--- src/rtl/level_meter_mc.sv ---
`timescale 1ns/1ps
// Multi-channel windowed power meter: per-channel mean square over 2^LOG2_WIN samples,
// converted to 0.5 dB steps with a peak-hold/decay tracker per channel.
module level_meter_mc #(
  parameter int DATA_W   = 16,
  parameter int CH       = 2,
  parameter int LOG2_WIN = 10,
  parameter int HOLD_WIN = 8,
  parameter int DECAY    = 3,
  localparam int CHW     = (CH > 1) ? $clog2(CH) : 1
) (
  input  logic              clk,
  input  logic              rst,
  input  logic [DATA_W-1:0] audio_data,
  input  logic [CHW-1:0]    audio_ch,
  input  logic              audio_valid,
  output logic              db_valid,
  output logic [CHW-1:0]    db_ch,
  output logic [9:0]        db_value,
  output logic [9:0]        peak_value,
  output logic              clip,
  output logic              silent
);

  localparam int SQ_W   = 2 * DATA_W;
  localparam int ACC_W  = SQ_W + LOG2_WIN;
  localparam int HOLD_W = (HOLD_WIN > 0) ? $clog2(HOLD_WIN + 1) : 1;
  localparam int P_W    = 6;
  localparam logic [DATA_W-1:0] MAX_POS = {1'b0, {(DATA_W-1){1'b1}}};
  localparam logic [DATA_W-1:0] MIN_NEG = {1'b1, {(DATA_W-1){1'b0}}};

  logic signed [SQ_W-1:0] w_prod;
  logic [SQ_W-1:0]        w_sq;
  logic                   w_full;

  assign w_prod = $signed(audio_data) * $signed(audio_data);
  assign w_sq   = $unsigned(w_prod);
  assign w_full = (audio_data == MAX_POS) || (audio_data == MIN_NEG);

  // Stage 1: window mean square captured on the completing sample
  logic              r_s1_valid;
  logic [CHW-1:0]    r_s1_ch;
  logic [SQ_W-1:0]   r_s1_ms;
  logic              r_s1_clip;

  logic [ACC_W-1:0]  w_sum      [CH];
  logic              w_done     [CH];
  logic              w_clip_win [CH];
  logic [9:0]        w_peak     [CH];
  logic [HOLD_W-1:0] w_hold     [CH];
  logic [9:0]        w_peak_nxt;
  logic [HOLD_W-1:0] w_hold_nxt;

  for (genvar gi = 0; gi < CH; gi++) begin : g_ch
    logic [ACC_W-1:0]    r_acc;
    logic [LOG2_WIN-1:0] r_cnt;
    logic                r_clip;
    logic [9:0]          r_peak;
    logic [HOLD_W-1:0]   r_hold;
    logic                w_hit;
    logic                w_upd;

    // Out-of-range channel indices never match any gi, so they leave state untouched
    assign w_hit          = audio_valid && (audio_ch == CHW'(gi));
    assign w_upd          = r_s1_valid && (r_s1_ch == CHW'(gi));
    assign w_sum[gi]      = r_acc + ACC_W'(w_sq);
    assign w_done[gi]     = w_hit && (&r_cnt);
    assign w_clip_win[gi] = r_clip | w_full;
    assign w_peak[gi]     = r_peak;
    assign w_hold[gi]     = r_hold;

    always_ff @(posedge clk) begin
      if (rst) begin
        r_acc  <= '0;
        r_cnt  <= '0;
        r_clip <= 1'b0;
        r_peak <= '0;
        r_hold <= '0;
      end else begin
        if (w_hit) begin
          r_cnt <= r_cnt + LOG2_WIN'(1);
          if (&r_cnt) begin
            r_acc  <= '0;
            r_clip <= 1'b0;
          end else begin
            r_acc  <= w_sum[gi];
            r_clip <= w_clip_win[gi];
          end
        end
        if (w_upd) begin
          r_peak <= w_peak_nxt;
          r_hold <= w_hold_nxt;
        end
      end
    end
  end

  logic            w_done_any;
  logic [SQ_W-1:0] w_ms_d;
  logic            w_clip_d;

  always_comb begin
    w_done_any = 1'b0;
    w_ms_d     = '0;
    w_clip_d   = 1'b0;
    for (int i = 0; i < CH; i++) begin
      if (w_done[i]) begin
        w_done_any = 1'b1;
        w_ms_d     = w_sum[i][ACC_W-1:LOG2_WIN];
        w_clip_d   = w_clip_win[i];
      end
    end
  end

  always_ff @(posedge clk) begin
    if (rst) begin
      r_s1_valid <= 1'b0;
      r_s1_ch    <= '0;
      r_s1_ms    <= '0;
      r_s1_clip  <= 1'b0;
    end else begin
      r_s1_valid <= w_done_any;
      if (w_done_any) begin
        r_s1_ch   <= audio_ch;
        r_s1_ms   <= w_ms_d;
        r_s1_clip <= w_clip_d;
      end
    end
  end

  // Log stage: L = 8*p + f, where f is the 3 bits after the leading one
  logic [P_W-1:0] w_p;
  logic [P_W-1:0] w_shift;
  logic [2:0]     w_f;
  logic [8:0]     w_l;
  logic [9:0]     w_db;
  logic           w_silent;

  always_comb begin
    w_p = '0;
    for (int i = 0; i < SQ_W; i++) begin
      if (r_s1_ms[i]) w_p = P_W'(i);
    end
  end

  assign w_shift  = P_W'(SQ_W - 1) - w_p;
  assign w_f      = 3'((r_s1_ms << w_shift) >> (SQ_W - 4));
  assign w_l      = {w_p[5:0], w_f};
  assign w_silent = (r_s1_ms == '0);
  assign w_db     = w_silent ? 10'd0 : 10'((12'(w_l) * 12'd3) >> 2);

  logic [9:0]        w_pk_cur;
  logic [HOLD_W-1:0] w_hold_cur;
  logic [9:0]        w_pk_dec;

  always_comb begin
    w_pk_cur   = '0;
    w_hold_cur = '0;
    for (int i = 0; i < CH; i++) begin
      if (r_s1_ch == CHW'(i)) begin
        w_pk_cur   = w_peak[i];
        w_hold_cur = w_hold[i];
      end
    end
  end

  assign w_pk_dec = (w_pk_cur > 10'(DECAY)) ? (w_pk_cur - 10'(DECAY)) : 10'd0;

  always_comb begin
    w_peak_nxt = w_pk_cur;
    w_hold_nxt = w_hold_cur;
    if (w_db >= w_pk_cur) begin
      w_peak_nxt = w_db;
      w_hold_nxt = HOLD_W'(HOLD_WIN);
    end else if (w_hold_cur != '0) begin
      w_hold_nxt = w_hold_cur - HOLD_W'(1);
    end else begin
      w_peak_nxt = (w_db > w_pk_dec) ? w_db : w_pk_dec;
    end
  end

  always_ff @(posedge clk) begin
    if (rst) begin
      db_valid   <= 1'b0;
      db_ch      <= '0;
      db_value   <= '0;
      peak_value <= '0;
      clip       <= 1'b0;
      silent     <= 1'b0;
    end else begin
      db_valid <= r_s1_valid;
      if (r_s1_valid) begin
        db_ch      <= r_s1_ch;
        db_value   <= w_db;
        peak_value <= w_peak_nxt;
        clip       <= r_s1_clip;
        silent     <= w_silent;
      end
    end
  end

endmodule

--- config.mk ---
export PLATFORM = sky130hd
export DESIGN_NAME = level_meter_mc
export DESIGN_NICKNAME = d
export VERILOG_FILES = /design/src/rtl/level_meter_mc.sv
export SDC_FILE = /design/constraint.sdc
export NUM_CORES = 1
export LEC_CHECK = 0
export BUFFER_PORTS_ARGS = -buffer_cell sky130_fd_sc_hd__clkbuf_2
export CAP_MARGIN = 20
export CORE_MARGIN = 2
export CORE_UTILIZATION = 39
export DETAILED_ROUTE_END_ITERATION = 12
export SLEW_MARGIN = 20
export SYNTH_ARGS = -nofsm -noshare
export SYNTH_HDL_FRONTEND = slang
export SYNTH_SLANG_ARGS = --single-unit
export TNS_END_PERCENT = 20
--- constraint.sdc ---
create_clock -name clk -period 8.2 [get_ports clk]
set_clock_uncertainty 0.2 [all_clocks]
set_input_delay 0.41 -clock clk [delete_from_list [all_inputs] [get_ports clk]]
set_output_delay 0.41 -clock clk [all_outputs]
set_load 0.005 [all_outputs]
==> impl_table.tex <==
\begin{tabular}{lr}
\hline
Metric & Value \\
\hline
\multicolumn{2}{l}{\textbf{Logic synthesis}} \\
\quad Post-synthesis adder-cell area fraction & 32.4\% \\
\quad Yosys reg bits & 191 \\
\quad Yosys top cell by area & sky130\_fd\_sc\_hd\_\_fa\_1 \\
\quad Top area cells in the synthesized netlist & sky130\_fd\_sc\_hd\_\_fa\_1 22\%, sky130\_fd\_sc\_hd\_\_dfxtp\_1 18\%, sky130\_fd\_sc\_hd\_\_ha\_1 10\%, sky130\_fd\_sc\_hd\_\_inv\_1 6.0\%, sky130\_fd\_sc\_hd\_\_nor2\_1 4.4\% \\
\quad Post-synthesis mux area share & 2.82\% \\
\quad Number of enable-type register cells in the synthesized netlist & 0 \\
\quad Xor and xnor area share after synthesis & 5.26\% \\
\quad Avg Inst Size Synth & 8.42 sq um \\
\quad Share of the yosys chip area belonging to registers & 17.6\% \\
\quad Complex-gate fraction of the synthesized area & 17.2\% \\
\quad Combined area of all synthesized cells & 0.0218 sq mm \\
\quad Top-area cell type share of the netlist area & 22.1\% \\
\quad Commonest register cell after synthesis & sky130\_fd\_sc\_hd\_\_dfxtp\_1 \\
\quad Yosys warnings & 0 \\
\quad Netlist cell types & 94 \\
\quad Share of flip-flops with an asynchronous set or reset after synthesis & 0\% \\
\quad Gate Count Post-Synth & 2587 \\
\quad Combinational family with the most area after synthesis & adder cells \\
\quad Simple logic cell fraction of the synthesized area & 16.7\% \\
\multicolumn{2}{l}{\textbf{Critical path}} \\
\quad Kind of cell with the highest combined delay on the critical path & adder cells \\
\quad Critical Path Start Type & primary input \\
\quad Critical path endpoint category & flop \\
\quad Buffers plus inverters on the worst setup path & 8 \\
\quad Critical Path Max Stage Delay & 560 ps \\
\quad WS Path Type & primary input to flop \\
\quad Cell type of the slowest stage on the worst timing path & sky130\_fd\_sc\_hd\_\_fa\_1 \\
\quad Required time of the critical path & 8310 ps \\
\quad Arrival time at the worst endpoint & 8090 ps \\
\quad Internal reg-to-reg setup slack & 1080 ps \\
\quad Cell seen most often among critical-path stages & sky130\_fd\_sc\_hd\_\_fa\_1 \\
\quad Max Fanout on Critical Path & 4 \\
\multicolumn{2}{l}{\textbf{Layout}} \\
\quad Area growth from synthesis to layout & 18.2\% \\
\quad Commonest cells after routing, fill and taps aside & 328 x sky130\_fd\_sc\_hd\_\_inv\_1, 271 x sky130\_fd\_sc\_hd\_\_buf\_4, 245 x sky130\_fd\_sc\_hd\_\_nor2\_1, 238 x sky130\_fd\_sc\_hd\_\_fa\_1, 230 x sky130\_fd\_sc\_hd\_\_nand2\_1 \\
\quad Number of non-filler instances in the completed layout & 3586 \\
\quad Number of nets at the end of the flow & 3265 \\
\quad Most common library cell in the layout ignoring fill and taps & sky130\_fd\_sc\_hd\_\_inv\_1 \\
\quad Share of post-route cells with drive strength above 1 & 17.0\% \\
\quad Finished Core Util & 46.7\% \\
\multicolumn{2}{l}{\textbf{STA}} \\
\quad Pins over their slew limit & 0 \\
\quad Unrepaired setup endpoints after global routing & yes \\
\quad Endpoints failing hold & 0 \\
\quad Clock period minus worst slack & 7980 ps \\
\quad F\_max & 125 MHz \\
\quad \# setup viols final & 0 \\
\quad Share of the clock period used by the worst path & 97.3\% \\
\quad Setup TNS & 0 ps \\
\quad Minimum hold slack & 220 ps \\
\quad Transition time at the pin with the least slew margin & 1080 ps \\
\quad Max-slew headroom & 27.2\% \\
\multicolumn{2}{l}{\textbf{Place}} \\
\quad RD Place Congestion & 0.895 \\
\quad Sum of net half-perimeters after detailed placement & 44.8 mm \\
\quad Post-Place Cells & 3531 \\
\quad Total of buffers placed on input and output ports & 41 \\
\multicolumn{2}{l}{\textbf{Global routing}} \\
\quad Via count of the first global-routing pass & 18.5k \\
\quad Congestion Overflow GR & 0 \\
\quad Number of antenna violations at the first check in global routing & 1 \\
\quad Global-route wire length before repair & 92.8 mm \\
\quad Gr usage total & 19.9\% \\
\quad Largest net degree at the start of global routing & 106 \\
\multicolumn{2}{l}{\textbf{Clocking}} \\
\quad Number of sinks handled by clock tree synthesis & 191 \\
\quad Worst-path clk slew & 80 ps \\
\quad Maximum clock path buffer count & 2 \\
\quad Worst skew pair latency & 460 ps \\
\quad Maximum level of the CTS H-tree & 4 \\
\quad Clock root cell & sky130\_fd\_sc\_hd\_\_clkbuf\_16 \\
\quad TritonCTS clock tree & built \\
\quad Total CTS buffers & 17 \\
\multicolumn{2}{l}{\textbf{Floorplanning}} \\
\quad Total core area & 0.0551 sq mm \\
\quad Overall die area & 0.0577 sq mm \\
\quad Site row count & 86 \\
\quad Die W & 240 um \\
\quad Die height & 240 um \\
\quad Initial cell density of the core & 39.5\% \\
\quad Number of top-level design ports & 44 \\
\multicolumn{2}{l}{\textbf{Run status}} \\
\quad Result of the run & finished clean \\
\multicolumn{2}{l}{\textbf{Route}} \\
\quad Vias per cell & 5.23 \\
\quad Total number of vias & 18.7k \\
\quad Initial detailed-routing violation count & 1055 \\
\quad Wirelength, routed & 57.0 mm \\
\quad Remaining routing DRC violations & 0 \\
\quad Remaining antenna violation count after routing & 0 \\
\quad Iteration count of the initial detailed-routing pass & 5 \\
\quad Drt wl/cell & 15.9 um \\
\multicolumn{2}{l}{\textbf{Flow run}} \\
\quad MaxCap Viol Count & 0 \\
\multicolumn{2}{l}{\textbf{Worst hold path}} \\
\quad Type of the tightest min-delay check & primary input to flop \\
\hline
\end{tabular}
synthesized netlist by cell type, types with 44 or more instances:
library cell,instances
sky130_fd_sc_hd__inv_1,346
sky130_fd_sc_hd__xor2_1,47
sky130_fd_sc_hd__dfxtp_1,191
sky130_fd_sc_hd__xnor2_1,82
sky130_fd_sc_hd__ha_1,180
sky130_fd_sc_hd__nor2_1,255
sky130_fd_sc_hd__nand3_1,52
sky130_fd_sc_hd__mux2i_1,44
sky130_fd_sc_hd__fa_1,240
sky130_fd_sc_hd__o21ai_0,55
sky130_fd_sc_hd__clkbuf_1,86
sky130_fd_sc_hd__a22oi_1,82
sky130_fd_sc_hd__a21o_1,57
sky130_fd_sc_hd__a21oi_1,166
sky130_fd_sc_hd__and2_1,58
sky130_fd_sc_hd__nand2_1,239
final timing paths:
| path | from | endpoint | depth (start not counted) |
|---|---|---|---|
| worst min-delay path | rst | clip$_SDFFE_PP0P_ | 2 |
| worst max register to register | r_s1_ms[10]$_SDFFE_PP0P_ | g_ch[1].r_peak[4]$_SDFFE_PP0P_ | 32 |
| worst max-delay path | audio_data[9] | r_s1_ms[27]$_SDFFE_PP0P_ | 35 |
| worst min register to register | g_ch[1].r_acc[2]$_SDFFE_PP0P_ | g_ch[1].r_acc[2]$_SDFFE_PP0P_ | 2 |
worst register-to-register path: cells and delay by family, from the launching register on:
| kind | cells | cell delay [ps] |
|---|---|---|
| compound gates | 16 | 2870 |
| xor+xnor | 1 | 120 |
| fa+ha+maj | 2 | 740 |
| buf+inv | 1 | 250 |
| flops | 1 | 440 |
| mux | 1 | 350 |
| simple gates | 11 | 2050 |
metrics by stage:
stage	setup slack (ps)	instance area, sq um
after global placement	-425	24500
after CTS	31.7	25100
final	224	25700
after detailed placement	-551	24500
after global routing	-71.5	25700
after floorplan	20.8	21800
sequential cells by signal, indices dropped and copies added (netlist names), 2 cells and up:
signal	cells
g_ch.r_peak	20
g_ch.r_hold	8
g_ch.r_acc	84
r_s1_ms	32
db_value	8
g_ch.r_clip	2
g_ch.r_cnt	20
peak_value	10
routing by layer:
| layer | share of wire (%) | wire, um | global-route usage [%] |
|---|---|---|---|
| met1 | 47 | 26700 | 27.0 |
| met2 | 48 | 27200 | 33.5 |
| met3 | 3.6 | 2070 | 1.88 |
| met4 | 2.0 | 1130 | 5.93 |
| met5 | 0 | 0 | 0 |
cell families (layout without fill, tap and decap cells):
family,after synthesis,after routing
flip-flops,191,191
AO/OA/AOI/OAI,551,552
adder cells (fa/ha/maj),420,420
XOR/XNOR,130,130
other,1,3
buffers and inverters,451,699
AND/OR/NAND/NOR,788,788
multiplexers,55,55
layout make-up:
| class | instances | area (sq um) |
|---|---|---|
| clock inverter | 13 | 170 |
| sequential | 191 | 3820 |
| tap | 748 | 936 |
| inverter | 348 | 1320 |
| antenna | 1 | 2.50 |
| clock buffer | 18 | 439 |
| timing repair buffer | 320 | 2410 |
| fill | 5328 | 29400 |
| multi-input combinational | 1947 | 16600 |
repair_timing:
item | 4_1_cts | 5_1_grt
pin swaps | 0 | 61
endpoints found under the setup margin | 14 | 48
gates cloned | 0 | 1
hold buffers | 0 | 0
buffers inserted | 0 | 24
gates resized for setup | 3 | 140
Power is left out: the tool's default activity adds up to more than one toggle a clock period on the data nets, which glitch-free logic cannot reach.
